## src/rtl/i2c_pkg.sv

```systemverilog
// Shared I2C definitions: target FSM state encoding and reserved addresses.
package i2c_pkg;

  typedef enum logic [2:0] {
    IDLE,
    ADDR,
    ADDR_ACK,
    WR_BYTE,
    WR_ACK,
    RD_BYTE,
    RD_ACK,
    IGNORE
  } i2c_state_e;

  localparam logic [6:0] GEN_CALL_ADDR = 7'h00;

endpackage

```

## src/rtl/i2c_in_filter.sv

```systemverilog
// Pad input conditioning: 2-flop synchronizer followed by a glitch filter that
// only changes its output after FILTER_LEN consecutive differing samples.
module i2c_in_filter #(
  parameter int FILTER_LEN = 3
) (
  input  logic clk,
  input  logic rst,
  input  logic din,
  output logic dout
);

  localparam int             CW       = (FILTER_LEN > 1) ? $clog2(FILTER_LEN) : 1;
  localparam logic [CW-1:0]  CNT_LOAD = CW'(FILTER_LEN - 1);

  logic          sync_1;
  logic          sync_2;
  logic [CW-1:0] cnt;

  always_ff @(posedge clk or negedge rst) begin
    if (!rst) begin
      sync_1 <= 1'b1;
      sync_2 <= 1'b1;
      cnt    <= CNT_LOAD;
      dout   <= 1'b1;
    end else begin
      sync_1 <= din;
      sync_2 <= sync_1;
      // down-counter restarts whenever the synchronized input agrees with the output
      if (sync_2 == dout) begin
        cnt <= CNT_LOAD;
      end else if (cnt == '0) begin
        dout <= sync_2;
        cnt  <= CNT_LOAD;
      end else begin
        cnt <= cnt - 1'b1;
      end
    end
  end

endmodule

```

## src/rtl/i2c_target.sv

```systemverilog
// EEPROM-style I2C target: 8-bit auto-incrementing pointer into a fabric
// register space reached through a write-strobe / read-fetch port.
//
// state    | meaning
// IDLE     | bus free, waiting for START
// ADDR     | shifting in address + R/W
// ADDR_ACK | driving ACK for our address
// WR_BYTE  | shifting in pointer or data byte
// WR_ACK   | driving ACK for a received byte
// RD_BYTE  | driving a read byte onto SDA
// RD_ACK   | sampling the controller's ACK/NACK
// IGNORE   | not addressed / read ended, wait for START or STOP
module i2c_target
  import i2c_pkg::*;
#(
  parameter logic [6:0] DEV_ADDR   = 7'h56,
  parameter int         FILTER_LEN = 3
) (
  input  logic       clk,
  input  logic       rst,
  input  logic       scl_i,
  input  logic       sda_i,
  output logic       sda_o,
  output logic       sda_t,
  output logic       wr_valid,
  output logic [7:0] wr_addr,
  output logic [7:0] wr_data,
  output logic       rd_strobe,
  output logic [7:0] rd_addr,
  input  logic [7:0] rd_data,
  output logic       busy
);

  i2c_state_e state;
  logic       scl_f, sda_f, scl_d, sda_d;
  logic       scl_rise, scl_fall, start_det, stop_det;
  logic [2:0] bit_cnt;
  logic [7:0] shreg, tx_reg, ptr, rx_byte;
  logic       rw, ack_drv, first_byte;

  i2c_in_filter #(.FILTER_LEN(FILTER_LEN)) u_scl_filter (
    .clk  (clk),
    .rst  (rst),
    .din  (scl_i),
    .dout (scl_f)
  );

  i2c_in_filter #(.FILTER_LEN(FILTER_LEN)) u_sda_filter (
    .clk  (clk),
    .rst  (rst),
    .din  (sda_i),
    .dout (sda_f)
  );

  assign scl_rise  = scl_f & ~scl_d;
  assign scl_fall  = ~scl_f & scl_d;
  assign start_det = scl_f & scl_d & sda_d & ~sda_f;
  assign stop_det  = scl_f & scl_d & ~sda_d & sda_f;
  assign rx_byte   = {shreg[6:0], sda_f};
  assign sda_o     = 1'b0;
  assign rd_addr   = ptr;

  always_ff @(posedge clk or negedge rst) begin
    if (!rst) begin
      state      <= IDLE;
      scl_d      <= 1'b1;
      sda_d      <= 1'b1;
      bit_cnt    <= '0;
      shreg      <= '0;
      tx_reg     <= '0;
      ptr        <= '0;
      rw         <= 1'b0;
      ack_drv    <= 1'b0;
      first_byte <= 1'b0;
      sda_t      <= 1'b1;
      wr_valid   <= 1'b0;
      wr_addr    <= '0;
      wr_data    <= '0;
      rd_strobe  <= 1'b0;
      busy       <= 1'b0;
    end else begin
      scl_d     <= scl_f;
      sda_d     <= sda_f;
      wr_valid  <= 1'b0;
      rd_strobe <= 1'b0;
      if (start_det) begin
        state   <= ADDR;
        bit_cnt <= '0;
        ack_drv <= 1'b0;
        sda_t   <= 1'b1;
      end else if (stop_det) begin
        state   <= IDLE;
        ack_drv <= 1'b0;
        sda_t   <= 1'b1;
        busy    <= 1'b0;
      end else begin
        case (state)
          ADDR: begin
            if (scl_rise) begin
              shreg   <= rx_byte;
              bit_cnt <= bit_cnt + 3'd1;
              if (bit_cnt == 3'd7) begin
                if (rx_byte[7:1] == DEV_ADDR && rx_byte[7:1] != GEN_CALL_ADDR) begin
                  state <= ADDR_ACK;
                  rw    <= rx_byte[0];
                  busy  <= 1'b1;
                end else begin
                  state <= IGNORE;
                  busy  <= 1'b0;
                end
              end
            end
          end
          ADDR_ACK, WR_ACK: begin
            // first fall starts the ACK bit, second fall ends it
            if (scl_fall) begin
              if (!ack_drv) begin
                sda_t   <= 1'b0;
                ack_drv <= 1'b1;
              end else begin
                sda_t   <= 1'b1;
                ack_drv <= 1'b0;
                bit_cnt <= '0;
                if (state == ADDR_ACK && rw) begin
                  state     <= RD_BYTE;
                  rd_strobe <= 1'b1;
                end else begin
                  state <= WR_BYTE;
                end
                if (state == ADDR_ACK) first_byte <= 1'b1;
              end
            end
          end
          WR_BYTE: begin
            if (scl_rise) begin
              shreg   <= rx_byte;
              bit_cnt <= bit_cnt + 3'd1;
              if (bit_cnt == 3'd7) begin
                state <= WR_ACK;
                if (first_byte) begin
                  ptr        <= rx_byte;
                  first_byte <= 1'b0;
                end else begin
                  wr_valid <= 1'b1;
                  wr_addr  <= ptr;
                  wr_data  <= rx_byte;
                  ptr      <= ptr + 8'd1;
                end
              end
            end
          end
          RD_BYTE: begin
            // fetch cycle: MSB goes out right away, the rest follow on SCL falls
            if (rd_strobe) begin
              sda_t  <= rd_data[7];
              tx_reg <= {rd_data[6:0], 1'b1};
              ptr    <= ptr + 8'd1;
            end else if (scl_fall) begin
              if (bit_cnt == 3'd7) begin
                sda_t   <= 1'b1;
                bit_cnt <= '0;
                state   <= RD_ACK;
              end else begin
                sda_t   <= tx_reg[7];
                tx_reg  <= {tx_reg[6:0], 1'b1};
                bit_cnt <= bit_cnt + 3'd1;
              end
            end
          end
          RD_ACK: begin
            if (scl_rise && sda_f) begin
              state <= IGNORE;
              busy  <= 1'b0;
            end else if (scl_fall) begin
              state     <= RD_BYTE;
              rd_strobe <= 1'b1;
              bit_cnt   <= '0;
            end
          end
          default: ;
        endcase
      end
    end
  end

endmodule

```

## config.mk

```make
export PLATFORM = sky130hd
export DESIGN_NAME = i2c_target
export DESIGN_NICKNAME = d
export VERILOG_FILES = /design/src/rtl/i2c_pkg.sv /design/src/rtl/i2c_in_filter.sv /design/src/rtl/i2c_target.sv
export SDC_FILE = /design/constraint.sdc
export NUM_CORES = 1
export LEC_CHECK = 0
export CAP_MARGIN = 0
export CORE_AREA = 2 2 100 92
export DETAILED_ROUTE_END_ITERATION = 7
export DIE_AREA = 0 0 102 94
export PLACE_DENSITY = 0.66
export REMOVE_ABC_BUFFERS = 1
export SLEW_MARGIN = 0
export SYNTH_ARGS = -nofsm -noshare
export SYNTH_HDL_FRONTEND = slang
export SYNTH_HIERARCHICAL = 1
export SYNTH_SLANG_ARGS = --single-unit
```

## constraint.sdc

```tcl
create_clock -name clk -period 3.4 [get_ports clk]
set_clock_uncertainty 0.1 [all_clocks]
set_input_delay 0.51 -clock clk [delete_from_list [all_inputs] [get_ports clk]]
set_output_delay 0.51 -clock clk [all_outputs]
set_load 0.005 [all_outputs]
```

==> results.md <==
* Outcome: complete, no violations
* Most frequent cells in the layout: 53 x dfrtp_1, 38 x clkdlybuf4s50_1, 29 x nand2_1
* Number of global-route vias before repair at 2,374
* Pwr per Cell Area at 757.0 nW/um^2
* Worst slew margin at 29.79%
* Synth cell types at 61
* # H-tree levels at 3
* Critical path cell sequence: ha_1, ha_1, nor2b_2, a41oi_1, nor3_4, o21ai_0, a22o_1
* Synth Area in Compound Gates at 12.21%
* Post-DRT Antenna Nets at 0
* Number of buffers created by CTS at 9
* Ant diodes at 0
* Post-layout min period at 2.516 ns
* Drt wl/cell at 14.79 um
* Simple-Gate Fraction of Synth Area at 16.58%
* Ys async rst share at 100.0%
* Pwr Total at 3040 uW
* Clk slew on worst S/H paths at 0.08 ns
* CTS tree: yes
* Largest family of logic cells by synthesized area: simple AND/OR/NAND/NOR gates
* Top Usage Layer GRT: met1
* WL final at 6890 um
* Final core occ at 47.32%
* Sequential Power Share at 40.3%
* Worst-margin pin slew at 1.053 ns
* Met1 Use GR at 22.56%
* Num Clock Sinks at 64
* Clock share of power at 27.2%
* Synth Instances at 303
* CP dominant cell by count: ha_1
* # hold bufs at CTS at 0
* Post-CTS setup buffers at 0
* Psw at 1121 uW
* Post-Syn Area at 3319 um^2
* Clock Latency Late Sink at 0.35 ns
* Worst VDD drop at 0.3928 mV
* Residual DRC count at 0
* Seq/Total Area, Yosys at 48.66%
* Worst min path class: in -> async
* Yosys warning total at 6
* Synth Area in XOR/XNOR at 1.583%
* CP Max Fanout at 16
* Final hold viol count at 0
* Die Y at 94 um
* Met2 GRT Util at 22.53%
* PortBufs at 39
* Post-synth EDFFs at 0
* Initial antenna violation count at 0
* Mean area per synthesized cell at 10.96 um^2
* Switching share of total power at 36.88%
* Total Routing Usage GR at 15.95%
* Static Leakage at 0.001685 uW
* Die Area at 9588 um^2
* DRT iter0 DRCs at 183
* Internal power at 1919 uW
* Detailed placement HPWL at 4660 um
* Fin nets at 361
* Slowest CP cell: nor3_4
* Deepest clock path buffer count at 2
* Reg2reg start: bit_cnt[0]
* CP Capture Type: flip-flop
* Post-place setup slack at 0.8943 ns
* Via count at 2,365
* Layout overhead on the synthesized area at 21.00%
* WP data arrival at 2.66 ns
* Max Cap Viol at 0
* Fin crit share at 74.01%
* Adder-Cell Fraction of Synth Area at 2.978%
* Layout cells sized above 1 at 21.33%
* R2R depth at 7
* Remaining Overflow, GRT at 0
* Critical Path Max Stage Delay at 0.57 ns
* First-pass DRT Iterations at 4
* Most common cell after layout, fill and taps aside: dfrtp_1
* #FFs+latches synth at 64
* Post-synth top flop: dfrtp_1
* Crit Reg-Reg Endpoint: rd_addr[4]
* RSZ-0062 raised after global routing: no
* Largest net degree at the start of global routing at 49
* Initial core utilization at 39.11%
* Core box area at 8488 um^2
* Crit start category: flip-flop
* Setup violations, final at 0
* Num rows at 32
* Root Buffer: clkbuf_8
* Final Max Tran Viols at 0
* Worst Slack Setup Final at 0.8835 ns
* GR Layer Usage met3 at 5.357%
* Fillers at 790
* Via density per instance at 5.075
* Worst setup path class: reg -> reg
* Num ports at 41
* Die Wd at 102 um
* Post-CTS Resized at 0
* R2R setup slack at 0.88 ns
* Setup_tns at 0 ns
* Hold Slack at 0.2469 ns
* Mux share of post-synthesis cell area at 12.78%
* Fmax at 397.4 MHz
* First-pass GRT wire length at 11,830 um
* RePlAce Congestion at 0.8988
* Logic pwr share at 32.5%
* WP data required at 3.54 ns
-- worst max-delay path by stage --
stage	slack [ns]	cells past startpoint	startpoint	end
6_report	0.88	7	bit_cnt[0]	rd_addr[4]
3_3_place_gp	1.02	7	bit_cnt[0]	rd_addr[6]
4_1_cts	0.89	7	bit_cnt[0]	rd_addr[4]
5_1_grt	0.68	7	bit_cnt[0]	rd_addr[4]
2_1_floorplan	1.22	4	state[0]	wr_addr[0]
3_5_place_dp	0.89	7	bit_cnt[0]	rd_addr[4]
-- synth_stat cells, types with 3 or more instances --
| cell type | number | area share (%) |
|---|---|---|
| buf_6 | 4 | 1.4 |
| or2_2 | 3 | 0.57 |
| mux2_2 | 22 | 7.5 |
| o21ai_0 | 14 | 2.1 |
| xor2_1 | 4 | 1.1 |
| nor3_1 | 7 | 1.1 |
| buf_2 | 3 | 0.45 |
| dfstp_2 | 11 | 8.7 |
| o22ai_1 | 3 | 0.57 |
| inv_1 | 9 | 1.0 |
| a22o_1 | 3 | 0.79 |
| nand3b_1 | 3 | 0.68 |
| a21oi_1 | 23 | 3.5 |
| buf_4 | 5 | 1.1 |
| nand3_1 | 7 | 1.1 |
| and2_1 | 3 | 0.57 |
| nand2b_1 | 5 | 0.94 |
| mux2i_1 | 12 | 3.6 |
| nor2_1 | 17 | 1.9 |
| nand2_1 | 29 | 3.3 |
| mux2_1 | 5 | 1.7 |
| dfrtp_1 | 53 | 40 |
| ha_1 | 7 | 2.6 |
-- through the flow --
| stage | area (um^2) | std cells |
|---|---|---|
| 2_1_floorplan | 3201 | 288 |
| 3_3_place_gp | 3765 | 450 |
| 3_5_place_dp | 3765 | 450 |
| 4_1_cts | 4016 | 466 |
| 5_1_grt | 4016 | 466 |
| 6_report | 4016 | 466 |
-- routing by layer --
layer / wire (um) / vias up
met2: 3046 / 58
met4: 90 / 0
met1: 3378 / 1148
li1: - / 1151
met3: 375 / 8
met5: 0 / -
-- power by group through the flow --
stage | clock (uW) | sequential, uW | combinational [uW]
4_1_cts | 846 | 1220 | 990
2_1_floorplan | 0 | 1190 | 726
6_report | 826 | 1230 | 988
3_3_place_gp | 0 | 1230 | 970
3_5_place_dp | 0 | 1240 | 979
5_1_grt | 881 | 1270 | 1110
-- critical path: cells and delay by family, from the launching register on --
family | cells | cell delay, ns
simple gates | 2 | 0.83
flops | 1 | 0.37
fa+ha+maj | 2 | 0.46
compound gates | 3 | 0.64
-- area by class of cell --
cell class	instances	area, um^2	area share (%)
flip-flops and latches	64	1615	40.22
well taps	119	148.9	3.707
clock buffers	9	123.9	3.084
repair buffers	43	415.4	10.34
clock inverters	7	127.6	3.178
inverters	10	50.05	1.246
multi-input cells	214	1535	38.22
-- cell families (layout without fill, tap and decap cells) --
kind of cell	Yosys count	in the layout
AO/OA/AOI/OAI	63	63
adder cells (fa/ha/maj)	8	8
other	1	1
buffers and inverters	25	69
flip-flops	64	64
AND/OR/NAND/NOR	97	97
XOR/XNOR	6	6
multiplexers	39	39
(Power assumes the default switching activity.)
